--- src/rtl/dm_pkg.sv ---
// Shared types and constants for the data-memory arbiter.
// Size codes, FSM states, port ids and the latched request.
package dm_pkg;

  localparam int DM_WORDS_DEF = 4096;
  localparam int ADDR_W_DEF   = 12;

  localparam logic [2:0] SZ_WORD = 3'b000;
  localparam logic [2:0] SZ_HALF = 3'b001;
  localparam logic [2:0] SZ_BYTE = 3'b010;

  typedef enum logic [1:0] {
    IDLE  = 2'd0,
    CHECK = 2'd1,
    RESP  = 2'd2
  } state_t;

  typedef enum logic {
    PORT_C = 1'b0,
    PORT_D = 1'b1
  } port_t;

  typedef struct packed {
    port_t       port;
    logic        we;
    logic [2:0]  size;
    logic        uns;
    logic [31:0] addr;
    logic [31:0] wdata;
  } req_t;

endpackage

--- src/rtl/dm_lane_unit.sv ---
// Byte-lane steering for one access: store enables and
// replication, load lane extraction and extension.
module dm_lane_unit
  import dm_pkg::*;
(
  input  logic [2:0]  size,
  input  logic [1:0]  addr_lo,
  input  logic [31:0] wdata,
  input  logic [31:0] rdata,
  input  logic        uns,
  output logic [3:0]  be,
  output logic [31:0] wdata_rep,
  output logic [31:0] rdata_ext,
  output logic        misalign
);

  logic [7:0]  lane_b;
  logic [15:0] lane_h;

  assign lane_b = rdata[{addr_lo, 3'b000} +: 8];
  assign lane_h = addr_lo[1] ? rdata[31:16] : rdata[15:0];

  // Decode size; misalign also covers illegal size codes.
  always_comb begin
    be        = 4'h0;
    wdata_rep = 32'h0;
    rdata_ext = 32'h0;
    misalign  = 1'b0;
    unique case (1'b1)
      size == SZ_WORD: begin
        be        = 4'hF;
        wdata_rep = wdata;
        rdata_ext = rdata;
        misalign  = addr_lo != 2'b00;
      end
      size == SZ_HALF: begin
        be        = addr_lo[1] ? 4'hC : 4'h3;
        wdata_rep = {2{wdata[15:0]}};
        rdata_ext = uns ? {16'h0, lane_h}
                        : {{16{lane_h[15]}}, lane_h};
        misalign  = addr_lo[0];
      end
      size == SZ_BYTE: begin
        be        = 4'b0001 << addr_lo;
        wdata_rep = {4{wdata[7:0]}};
        rdata_ext = uns ? {24'h0, lane_b}
                        : {{24{lane_b[7]}}, lane_b};
      end
      default: misalign = 1'b1;
    endcase
  end

endmodule

--- src/rtl/dm_arbiter.sv ---
// Round-robin sharing of the data-memory SRAM between
// the CPU MEM stage (c) and the bridge/DMA port (d).
module dm_arbiter
  import dm_pkg::*;
#(
  parameter int DM_WORDS = DM_WORDS_DEF,
  parameter int ADDR_W   = ADDR_W_DEF
) (
  input  logic              clk,
  input  logic              reset,
  input  logic              c_req,
  input  logic              c_we,
  input  logic [2:0]        c_size,
  input  logic              c_uns,
  input  logic [31:0]       c_addr,
  input  logic [31:0]       c_wdata,
  output logic              c_done,
  output logic [31:0]       c_rdata,
  output logic              c_err,
  input  logic              d_req,
  input  logic              d_we,
  input  logic [2:0]        d_size,
  input  logic              d_uns,
  input  logic [31:0]       d_addr,
  input  logic [31:0]       d_wdata,
  output logic              d_done,
  output logic [31:0]       d_rdata,
  output logic              d_err,
  output logic              mem_en,
  output logic [3:0]        mem_be,
  output logic [ADDR_W-1:0] mem_addr,
  output logic [31:0]       mem_wdata,
  input  logic [31:0]       mem_rdata
);

  state_t      state;
  req_t        req;
  req_t        pick;
  port_t       last_grant;
  logic        r_err;
  logic        grant_d;
  logic        misalign;
  logic        range_err;
  logic        fault;
  logic        access;
  logic [3:0]  be;
  logic [31:0] wrep;
  logic [31:0] rext;
  logic [31:0] rdata_q;

  dm_lane_unit u_lane (
    .size      (req.size),
    .addr_lo   (req.addr[1:0]),
    .wdata     (req.wdata),
    .rdata     (mem_rdata),
    .uns       (req.uns),
    .be        (be),
    .wdata_rep (wrep),
    .rdata_ext (rext),
    .misalign  (misalign)
  );

  assign range_err = (req.addr[31:ADDR_W+2] != '0) ||
                     (req.addr[31:2] >= 30'(DM_WORDS));
  assign fault     = misalign | range_err;

  // d wins only alone or when c was served last.
  assign grant_d = d_req & (~c_req | (last_grant == PORT_C));

  // Snapshot of the winning port's fields.
  always_comb begin
    pick = '0;
    if (grant_d) begin
      pick.port  = PORT_D;
      pick.we    = d_we;
      pick.size  = d_size;
      pick.uns   = d_uns;
      pick.addr  = d_addr;
      pick.wdata = d_wdata;
    end else begin
      pick.port  = PORT_C;
      pick.we    = c_we;
      pick.size  = c_size;
      pick.uns   = c_uns;
      pick.addr  = c_addr;
      pick.wdata = c_wdata;
    end
  end

  // A reset landing in CHECK must not reach the SRAM.
  assign access    = (state == CHECK) & ~fault & ~reset;
  assign mem_en    = access;
  assign mem_be    = (access & req.we) ? be : 4'h0;
  assign mem_addr  = access ? req.addr[ADDR_W+1:2] : '0;
  assign mem_wdata = (access & req.we) ? wrep : 32'h0;

  assign rdata_q = (state == RESP && !r_err && !req.we)
                   ? rext : 32'h0;
  assign c_rdata = (req.port == PORT_C) ? rdata_q : 32'h0;
  assign d_rdata = (req.port == PORT_D) ? rdata_q : 32'h0;

  // Access sequencer: IDLE latches, CHECK probes, RESP answers.
  always_ff @(posedge clk) begin
    if (reset) begin
      state      <= IDLE;
      req        <= '0;
      last_grant <= PORT_D;
      r_err      <= 1'b0;
      c_done     <= 1'b0;
      c_err      <= 1'b0;
      d_done     <= 1'b0;
      d_err      <= 1'b0;
    end else begin
      c_done <= 1'b0;
      c_err  <= 1'b0;
      d_done <= 1'b0;
      d_err  <= 1'b0;
      case (state)
        IDLE: begin
          if (c_req | d_req) begin
            req   <= pick;
            state <= CHECK;
          end
        end
        CHECK: begin
          r_err <= fault;
          if (req.port == PORT_C) begin
            c_done <= 1'b1;
            c_err  <= fault;
          end else begin
            d_done <= 1'b1;
            d_err  <= fault;
          end
          state <= RESP;
        end
        RESP: begin
          last_grant <= req.port;
          state      <= IDLE;
        end
        default: state <= IDLE;
      endcase
    end
  end

endmodule

--- config.mk ---
export PLATFORM = sky130hd
export DESIGN_NAME = dm_arbiter
export DESIGN_NICKNAME = d
export VERILOG_FILES = /design/src/rtl/dm_pkg.sv /design/src/rtl/dm_lane_unit.sv /design/src/rtl/dm_arbiter.sv
export SDC_FILE = /design/constraint.sdc
export NUM_CORES = 1
export LEC_CHECK = 0
export BUFFER_PORTS_ARGS = -buffer_cell sky130_fd_sc_hd__buf_2
export CORE_AREA = 3 3 113 115
export DETAILED_ROUTE_END_ITERATION = 10
export DIE_AREA = 0 0 116 118
export GPL_TIMING_DRIVEN = 1
export PLACE_DENSITY = 0.77
export SLEW_MARGIN = 20
export SYNTH_ARGS = -nofsm -noshare
export SYNTH_HDL_FRONTEND = slang
export SYNTH_SLANG_ARGS = --single-unit
--- constraint.sdc ---
create_clock -name clk -period 2.05 [get_ports clk]
set_input_delay 0.41 -clock clk [delete_from_list [all_inputs] [get_ports clk]]
set_output_delay 0.41 -clock clk [all_outputs]
set_load 0.01 [all_outputs]
Word level (Yosys, flattened, before mapping)
Cells that the tools add are included.
W data, S select, Z words.
- reduce and logical (&&, ||, !) cells: 13
- mux-type cells: 19
- bitwise gates (word level): 13
- order comparisons: 1
- shift operators: 2
- eq/ne operators: 5
- operators with widths (operator ; number):
    $mux W32 ; 6
    $pmux W32 S3 ; 2
    $mux W70 ; 1
    $shiftx A32 B6 Y8 ; 1
    $ge A30 B13 Y1 const B ; 1
    $reduce_bool A18 Y1 ; 1
    $mux W16 ; 1
    $mux W12 ; 1
    $pmux W4 S3 ; 1
    $mux W4 ; 2
    $not A1 Y1 ; 6
    $reduce_or A3 Y1 ; 2
    $and A1 B1 Y1 ; 4
    $pmux W2 S2 ; 1
    $shl A1 B2 Y4 const A ; 1
    $eq A3 B1 Y1 const B ; 1
    $eq A3 B2 Y1 const B ; 1
    $logic_not A3 Y1 ; 1
    $or A1 B1 Y1 ; 3
    $pmux W1 S3 ; 1
    $eq A2 B1 Y1 const B ; 1
    $eq A2 B2 Y1 const B ; 1
    $logic_and A1 B1 Y1 ; 2
    $logic_not A1 Y1 ; 2
    8 further kinds ; 9
- input bits: 174
- output and inout bits: 117
- register bits: 78
- word-level logic and storage cells: 66

Logic depth before layout (Yosys ltp)
- depth in word-level cells: 8
- mapped depth: 6
- depth with buffers taken out: 5

Cells and area by module
Synthesis repeated with hierarchy kept, for this count alone.
- cell total of the unflattened synthesis: 837
- area, all modules: 5919.4 sq um
- modules (own cells, without submodules) (module ; instances ; seq. area each (sq um) ; cells an instance ; area an instance (sq um)):
    dm_arbiter ; 1 ; 1561.5 ; 619 ; 4450.5
    dm_lane_unit ; 1 ; 0.0 ; 218 ; 1468.9

Least setup slack after synthesis
No wires, ideal clock.
- kind: input to output
- from: in reset
- to: out mem_be[1]
- arrival time: 1.643 ns
- buffers on the path: 1
- required time: 1.640 ns
- stages: 6
- slack: -0.003 ns
- cell sequence: or3b_1 > inv_1 > and2_2 > nand4_4 > buf_6 > nor2_1
- cells in the longest elaborated chain, start to end: 4
- ends and longest elaborated chain (item ; RTL line ; text):
    start: declaration ; dm_arbiter.sv:10 ; input logic reset,
    $not A1 Y1 ; dm_arbiter.sv:91 ; assign access = (state == CHECK) & ~fault & ~reset;
    $and A1 B1 Y1 ; dm_arbiter.sv:91 ;
    $and A1 B1 Y1 ; dm_arbiter.sv:93 ; assign mem_be = (access & req.we) ? be : 4'h0;
    $mux W4 ; dm_arbiter.sv:93 ;
    end: declaration ; dm_arbiter.sv:30 ; output logic [3:0] mem_be,
Every way passes these cells.

Worst setup path in the final report
- from: reg req[49] (netlist name)
- to: out mem_wdata[11]
- cells in the longest elaborated chain, start to end: 8
- elaborated cells between the ends (all ways): 9
- those cells by class: order compare: 1; mux: 1; bitwise: 5; reduce/logical: 2
- ends and longest elaborated chain (item ; RTL line ; text):
    start: declaration ; dm_arbiter.sv:37 ; req_t req;
    start signal: assignment ; dm_arbiter.sv:121 ; req <= pick;
    $ge A30 B13 Y1 or $reduce_bool A18 Y1 (tied branches) ; dm_arbiter.sv:64, dm_arbiter.sv:63 ;
    $logic_or A1 B1 Y1 (*) ; dm_arbiter.sv:63 ; assign range_err = (req.addr[31:ADDR_W+2] != '0) ||
    $or A1 B1 Y1 (*) ; dm_arbiter.sv:65 ; assign fault = misalign | range_err;
    $not A1 Y1 (*) ; dm_arbiter.sv:91 ;
    $and A1 B1 Y1 (*) (2 in series) ; dm_arbiter.sv:91 ;
    $and A1 B1 Y1 (*) ; dm_arbiter.sv:95 ; assign mem_wdata = (access & req.we) ? wrep : 32'h0;
    $mux W32 (*) ; dm_arbiter.sv:95 ;
    end: declaration ; dm_arbiter.sv:32 ; output logic [31:0] mem_wdata,
Mark *: on every way between the ends. The rest lies on a longest branch, timed or not.

==> reports/qor.csv <==
metric,value,unit
"Seq/Total Area, Yosys",31.21,%
First-pass DRT Iterations,6,
Post-synth EDFFs,0,
Max Cap Violations,0,
HP Start,c_addr[4],
DRC Markers,0,
Synth Area in Adders,0,%
worst hold endpoint,req[36],
crit share post-route,122.6,%
Clock power frac,33.3,%
CTS tree,done,
Reg power frac,34.1,%
Synth cell types,46,
"Net count, final",1137,
R2R Path Start,req[49],
largest cells by area after synthesis,"dfxtp_1 (31%), mux2i_1 (16%), a211oi_1 (13%)",
initial antenna violation count,1,
die width,116,um
largest net degree at the start of global routing,74,
gr ovfl total,0,
CP arrival,2.10,ns
Finish-stage setup viols,113,
Synth Area in XOR/XNOR,0,%
Synth Area in Simple Gates,20.38,%
reg2reg path depth,7,
dpl cell area,6900,um^2
most frequent cells after synthesis,"nor2_1 (121), a211oi_1 (88), mux2i_1 (80), dfxtp_1 (78), a21oi_1 (68)",
PortBufs,290,
Final Hold Vio Count,0,
Worst Slack Setup Final,-0.4631,ns
Clock Tree Buf Depth,2,
Pint,3574,uW
Skew-Pair Late Insertion Delay,0.33,ns
Crit Reg-Reg Endpoint,r_err,
pwr/cell area,643.4,nW/um^2
status,finished with violations,
share of post-route cells with drive strength above 1,53.62,%
Synth Area in Compound Gates,22.98,%
Finished Cell Area,8303,um^2
die area,13690,um^2
worst path required time,1.64,ns
wire length per cell,18.32,um
Hold Path Class,input pin to register,
"reg-to-reg slack, setup",0.21,ns
Clock Skews,0.009934,ns
P_leak,0.003812,uW
"flops & latches, synth",78,
cell family with most CP delay,simple AND/OR/NAND/NOR gates,
combinational power share,32.6,%
GPL Wtd Cong,0.9370,
syn_nets,812,
Final Max Slew Viols,0,
Initial Util,42.01,%
row count,40,
failing checks,setup timing,
CP Capture Type,primary output,
crit-path cells,or4_4 > nor3_4 > buf_12 > nand4_1 > buf_6 > a21oi_2 > buf_2,
sw power,1768,uW
worst-path fanout max,8,
"count leader, synth",nor2_1,
final wirelength,20.44,mm
H-tree Lvls,3,
Max rail drop VDD,0.4996,mV
asr flop ratio synth,0,%
Seq. cell area,1568,um^2
Core Area,11910,um^2
post-synthesis mux area share,19.38,%
IO Count,291,
top cell type's share of synthesized area,31.21,%
cell area after synthesis,5004,um^2
initial detailed-routing violation count,536,
Layout area overhead,65.94,%
area of the multi-input gates,3685,um^2
utilization after layout,69.71,%
largest family of logic cells by synthesized area,compound AO/OA/AOI/OAI gates,
first-pass GRT wire length,30.32,mm
Detailed Place HPWL,13.77,mm
Worst-Margin Slew,0.7770,ns
root buffer cell,clkbuf_16,
min Tclk post-route,2.513,ns
"Reg clk slew, reported paths",0.07,ns
via count,6269,
fmax,397.9,MHz
Cells after Synth,638,
Synth Warn #,0,
Hold Path Depth,3,
Synth Area per Inst,7.843,um^2
Die Y,118,um
sw frac,33.10,%
Slew HR,48.20,%
crit path launch type,register,
ys flop type,dfxtp_1,
total global-route track usage,27.64,%
Num CTS Buffers,9,
kind of critical path,register to primary output,
max incr delay on CP,0.54,ns
"antenna viol nets, final",0,
largest area contributor in the netlist,dfxtp_1,
slowest stage cell on the critical path,or4_4,
Vias/cell,5.617,
# fillers,945,
unrepaired setup endpoints after global routing,true,
vias in the first global route,5959,
CTS sink count,78,
CP Buf/Inv Count,3,
[routing by layer]
metal | part of all wire, % | up-vias | global-route usage (%)
met5 | 0 | - | 0
met4 | 4.8 | 0 | 13.56
met3 | 7.4 | 88 | 5.707
met2 | 50 | 373 | 47.41
met1 | 38 | 2836 | 32.13
li1 | - | 2972 | -
[flip-flops by register name (all words and copies together), names as in the netlist]
register	flops
c_done	1
c_err	1
d_done	1
d_err	1
last_grant	1
r_err	1
req	70
state	2
[tightest hold or removal path, delay by kind of cell]
family	cells	cell delay (ns)
AO/OA/AOI/OAI	1	0.08
buffers and inverters	1	0.10
multiplexers	1	0.11
[cell usage in the layout (no fill, tap or decap), drive strengths merged]
cell     instances
buf            371
nor2           122
a211oi          89
mux2i           80
dfxtp           78
a21oi           68
nand2           43
inv             17
mux2            15
nor3            14
and3            14
clkbuf          10
a222oi           7
nand2b           5
nor4             4
and2             4
o21ai            4
nor2b            3
nand4            3
nand3            2
bufinv           2
or3b             2
diode            1
nand3b           1
nor4b            1
o21bai           1
o211ai           1
clkinv           1
a21o             1
and4             1
or4              1
a2bb2oi          1
nor3b            1
a21boi           1
[cell families after synthesis]
family / Yosys count
AO/OA/AOI/OAI: 173
AND/OR/NAND/NOR: 221
flip-flops: 78
buffers and inverters: 71
multiplexers: 95
[what timing repair did]
item                                    4_1_cts  5_1_grt
hold buffers                                  0        0
pin swaps                                    21       27
buffers inserted                             18       11
gates cloned                                  9        2
endpoints found under the setup margin      113      113
gates resized for setup                     116       54
endpoints found under the hold margin         0        0
[power groups by stage]
stage	Sequential (uW)	Clock, uW	Combinational, uW
floorplan	1800	0	852
global placement	1830	0	1360
detailed placement	1840	0	1380
CTS	1810	1800	1610
global route	1840	1870	1880
finish	1820	1780	1740
[stage by stage]
stage | setup TNS [ns] | std cells | setup WS [ns] | power (uW) | hold slack, ns
finish | -42.64 | 1116 | -0.4631 | 5342 | 0.4146
global route | -52.07 | 1116 | -0.5635 | 5592 | 0.4210
CTS | -44.61 | 1109 | -0.5318 | 5226 | 0.4107
detailed placement | -20.92 | 1068 | -0.2681 | 3212 | 0.4881
global placement | -19.77 | 1068 | -0.2616 | 3190 | 0.4851
floorplan | -0.03822 | 638 | -0.002948 | 2648 | 0.4437
[how the worst max path moves through the flow]
stage | slack [ns] | end | cells after the start | start
4_1_cts | -0.53 | mem_wdata[28] | 7 | req[49]
6_report | -0.46 | mem_wdata[11] | 7 | req[49]
3_5_place_dp | -0.27 | mem_wdata[4] | 6 | req[66]
2_1_floorplan | -0.003 | mem_be[1] | 6 | reset
5_1_grt | -0.56 | mem_wdata[29] | 7 | req[49]
3_3_place_gp | -0.26 | d_rdata[16] | 8 | req[66]
[area by class of cell]
class / count / share of cell area (%)
antenna: 1 / 0.03014
clock buffer: 9 / 2.712
clock inverter: 7 / 1.311
inverter: 13 / 0.6028
multi-input combinational: 489 / 44.38
sequential: 78 / 18.88
tap: 147 / 2.215
timing repair buffer: 372 / 29.87
Note: power is estimated with default switching activity, not from simulation.
